[src/rtl/universal_register_n.sv]
// WIDTH-bit register with hold, load, shift, rotate and up/down count modes.
// Provides complementary and serial-tap outputs plus a registered terminal-count pulse.
module universal_register_n #(
   parameter int          WIDTH       = 4,
   parameter logic [31:0] RESET_VALUE = 32'h0
) (
   input  logic             input_clock1_1,
   input  logic             input_reset1_2,
   input  logic             input_enable_3,
   input  logic [2:0]       input_mode_4,
   input  logic [WIDTH-1:0] input_data_5,
   input  logic             input_serial_in_6,
   output logic [WIDTH-1:0] output_q_7,
   output logic [WIDTH-1:0] output_qn_8,
   output logic             output_msb_9,
   output logic             output_lsb_10,
   output logic             output_tc_11
);

   if (WIDTH < 2 || WIDTH > 32) begin : g_width_check
      $error("universal_register_n: WIDTH must be in 2..32");
   end

   typedef enum logic [2:0] {
      MODE_HOLD  = 3'b000,
      MODE_LOAD  = 3'b001,
      MODE_SHL   = 3'b010,
      MODE_SHR   = 3'b011,
      MODE_ROL   = 3'b100,
      MODE_ROR   = 3'b101,
      MODE_UP    = 3'b110,
      MODE_DOWN  = 3'b111
   } mode_t;

   localparam logic [WIDTH-1:0] RST_Q    = RESET_VALUE[WIDTH-1:0];
   localparam logic [WIDTH-1:0] ALL_ONES = {WIDTH{1'b1}};

   // Initialisers give the reset state at power-up, before any reset edge.
   logic [WIDTH-1:0] q_p0  = RST_Q;
   logic             tc_p0 = 1'b0;

   logic [WIDTH-1:0] q_next;
   logic             wrap;
   mode_t            mode;

   assign mode = mode_t'(input_mode_4);

   always_comb begin
      q_next = q_p0;
      wrap   = 1'b0;
      case (mode)
         MODE_HOLD: q_next = q_p0;
         MODE_LOAD: q_next = input_data_5;
         MODE_SHL:  q_next = {q_p0[WIDTH-2:0], input_serial_in_6};
         MODE_SHR:  q_next = {input_serial_in_6, q_p0[WIDTH-1:1]};
         MODE_ROL:  q_next = {q_p0[WIDTH-2:0], q_p0[WIDTH-1]};
         MODE_ROR:  q_next = {q_p0[0], q_p0[WIDTH-1:1]};
         MODE_UP: begin
            q_next = q_p0 + 1'b1;
            wrap   = (q_p0 == ALL_ONES);
         end
         MODE_DOWN: begin
            q_next = q_p0 - 1'b1;
            wrap   = (q_p0 == '0);
         end
         default: q_next = q_p0;
      endcase
   end

   // Stage p0: Q register and terminal-count flop; reset > enable > mode.
   always_ff @(posedge input_clock1_1) begin
      if (input_reset1_2) begin
         q_p0  <= RST_Q;
         tc_p0 <= 1'b0;
      end else if (!input_enable_3) begin
         tc_p0 <= 1'b0;
      end else begin
         q_p0  <= q_next;
         tc_p0 <= wrap;
      end
   end

   assign output_q_7    = q_p0;
   assign output_qn_8   = ~q_p0;
   assign output_msb_9  = q_p0[WIDTH-1];
   assign output_lsb_10 = q_p0[0];
   assign output_tc_11  = tc_p0;

endmodule

[config.mk]
export PLATFORM = sky130hd
export DESIGN_NAME = universal_register_n
export DESIGN_NICKNAME = d
export VERILOG_FILES = /design/src/rtl/universal_register_n.sv
export SDC_FILE = /design/constraint.sdc
export NUM_CORES = 1
export LEC_CHECK = 0
export BUFFER_PORTS_ARGS = -buffer_cell sky130_fd_sc_hd__buf_2
export CORE_AREA = 2 2 39 41
export CTS_CLUSTER_SIZE = 30
export DETAILED_ROUTE_END_ITERATION = 16
export DIE_AREA = 0 0 41 43
export GPL_TIMING_DRIVEN = 0
export MAX_ROUTING_LAYER = met4
export PLACE_DENSITY = 0.72
export SYNTH_ARGS = -nofsm -noshare
export SYNTH_HDL_FRONTEND = slang
export SYNTH_SLANG_ARGS = --single-unit
[constraint.sdc]
create_clock -name input_clock1_1 -period 3.2 [get_ports input_clock1_1]
set_clock_uncertainty 0.2 [all_clocks]
set_input_delay 0.32 -clock input_clock1_1 [delete_from_list [all_inputs] [get_ports input_clock1_1]]
set_output_delay 0.32 -clock input_clock1_1 [all_outputs]
set_load 0.01 [all_outputs]
==> impl_metrics.yaml <==
outcome:
  outcome: "finished clean"
placed_design:
  placed_cell_area_um2: 696
  dp_hpwl_um: 977
  port_buffers: 19
  gp_congestion: 0.737
worst_setup_path:
  critPathKind: "primary input to register"
  cp-end-kind: "register"
  critPathLaunchType: "primary input"
  crit_fanout: 10
  cp.required_ns: 3.11
  cp.arrival_ns: 1.63
clock_tree:
  clk_latency_ns: 0.24
  cts.repair.resized: 0
  cts_tree: "done"
  ctsHoldBuffers: 0
  clkTransAtPathRegs_ns: 0.04
  clk_path_buf_depth: 2
  cts-root-buf: "clkbuf_4"
  cts_num_sinks: 5
  htreeDepth: 1
  numCtsBuffers: 3
  post_cts_buffers: 0
timing:
  slew_headroom_pct: 73.1
  worst_slew_pin_slew_ns: 0.404
  period_minus_slack_ns: 1.71
  fmax_mhz: 583
  setup_tns_ns: 0
  setup_viol: 0
  fin_crit_sh_pct: 53.6
  hold_violations: 0
  drv_slew: 0
  rsz0062_at_grt: "no"
synthesis:
  syn-instance-count: 66
  ys_types: 39
  synth_ff_type: "dfxtp_1"
  ys_warn_count: 0
  synth.area.top_cells: "dfxtp_1 17%, mux2i_1 8.6%, a211oi_1 5.2%"
  synth-seq-cells: 5
  synth_edf_count: 0
  yosysTopAreaCell: "dfxtp_1"
  avgSynthCellArea_um2: 8.80
  synth_area_um2: 581
  async_reset_ff_share_pct: 0
  synth_top_cell_area_share_pct: 17.2
  ys_seq_area_share_pct: 17.2
  syn-num-nets: 78
floorplanning:
  die-width_um: 41
  start_util_pct: 42.0
  num_io_pins: 22
  die_height_um: 43
  die_area_um2: 1760
  core_um2: 1380
  row_count: 14
grt:
  gr-total-overflow: 0
  antenna_found_initial: 0
  grt_pass1_vias: 473
  grt_first_pass_wirelength_mm: 1.98
  grt_max_degree: 12
  grt.total_usage_pct: 17.0
layout:
  area_delta_synth_final_pct: 24.4
  antenna_cells: 0
  drive_above_1_share_pct: 41.6
  fin_area_um2: 722
  final_nets: 102
drt:
  via_per_inst: 5.36
  drt_pre_antenna_iters: 4
  vias: 563
  drt-initial-drc-count: 26
  antenna_left: 0
  routedWlPerCell_um: 12.2
  drcViolationCount: 0
  finalWirelength_mm: 1.29
power:
  p_per_area_nw_per_um2: 329
  ir_worst_vdd_uv: 106
  p_leak_uw: 0.000326
min_path:
  hold_class: "primary input to register"
flow_run:
  maxCapViolations: 0
per-stage QoR:
| step | utilization, % | hold slack [ns] | instances | setup WS [ns] | total power, uW |
|---|---|---|---|---|---|
| 2_1_floorplan | - | 0.314 | 66 | 1.53 | 137 |
| 3_3_place_gp | 50.3 | 0.438 | 101 | 1.23 | 164 |
| 3_5_place_dp | 50.3 | 0.445 | 101 | 1.21 | 165 |
| 4_1_cts | 52.2 | 0.198 | 105 | 1.47 | 241 |
| 5_1_grt | 52.2 | 0.202 | 105 | 1.34 | 253 |
| 6_report | 52.2 | 0.201 | 105 | 1.49 | 237 |
registers in the layout, summed over array words and instances (netlist names):
register,flops
output_q_7,4
output_tc_11,1
path summary, 6_finish.rpt:
kind	start	end	slack, ns	depth (start not counted)
worst max-delay path	input_mode_4[2]	output_q_7[1]	1.49	9
worst min-delay path	input_data_5[0]	output_q_7[0]	0.20	3
worst max register to register	output_q_7[1]	output_q_7[1]	1.51	7
worst min register to register	output_q_7[1]	output_q_7[1]	0.45	3
cell families (layout without fill, tap and decap cells):
logic type | count (synthesis) | after routing | share of synthesized area [%]
buffers and inverters | 12 | 35 | 12.5
AOI/OAI and AO/OA | 18 | 18 | 28.4
muxes | 6 | 6 | 11.2
DFF | 5 | 5 | 17.2
adders and majority gates | 1 | 1 | 2.15
and+or+nand+nor | 22 | 22 | 25.4
xor gates and xnor gates | 2 | 2 | 3.02
cells in the mapped netlist, drive strengths merged, types with 2 or more instances:
cell,n
a211oi,5
buf,6
a21oi,2
o21ai,3
nor2,5
nand2,3
mux2i,5
nor2b,3
nand2b,2
inv,5
dfxtp,5
layer usage:
metal  global-route usage [%]  vias to the layer above  part of all wire [%]
met3                     3.14                        2                   7.7
met4                     10.0                        0                   1.5
met1                     20.4                      250                    43
li1                         -                      287                     -
met2                     25.3                       24                    48
met5                        -                        -                     0
layout make-up:
type	count	area (um^2)
Fill cell	140	662
Multi-Input combinational cell	49	408
Timing Repair Buffer	19	95.1
Tap cell	16	20.0
Inverter	5	18.8
Buffer	7	53.8
Clock buffer	4	26.3
Sequential cell	5	100
cell usage in the layout, fill, tap and decap left out, drive strengths merged:
master	netlist	layout
xor2	1	1
o31ai	1	1
nor4b	1	1
and3	1	1
nor3	1	1
mux2	1	1
inv	5	5
ha	1	1
or2	1	1
nor2	5	5
o32ai	1	1
and4bb	1	1
o41ai	1	1
nand2	3	3
nand3	1	1
a211oi	5	5
mux2i	5	5
nand2b	2	2
o311a	1	1
nand3b	1	1
buf	6	25
a311oi	1	1
nand4	1	1
a21o	1	1
o21ai	3	3
clkbuf	1	5
or3	1	1
nor2b	3	3
a32o	1	1
o221ai	1	1
a21oi	2	2
dfxtp	5	5
xnor2	1	1
critical path, cell delays in order:
cell and delay (ns):
buf_2 0.15, buf_6 0.18, nand3_4 0.09, xnor2_1 0.13
ha_1 0.27, inv_1 0.05, mux2i_1 0.06, a211oi_1 0.29
a211oi_1 0.08
power by group:
| group | internal [uW] | total [uW] | switching (uW) | leakage, uW |
|---|---|---|---|---|
| combinational | 41.8 | 88.0 | 46.2 | 0.000270 |
| clock | 47.2 | 73.6 | 26.5 | 0.0000150 |
| sequential | 67.3 | 75.7 | 8.49 | 0.0000411 |
Note: power is estimated with default switching activity, not from simulation.
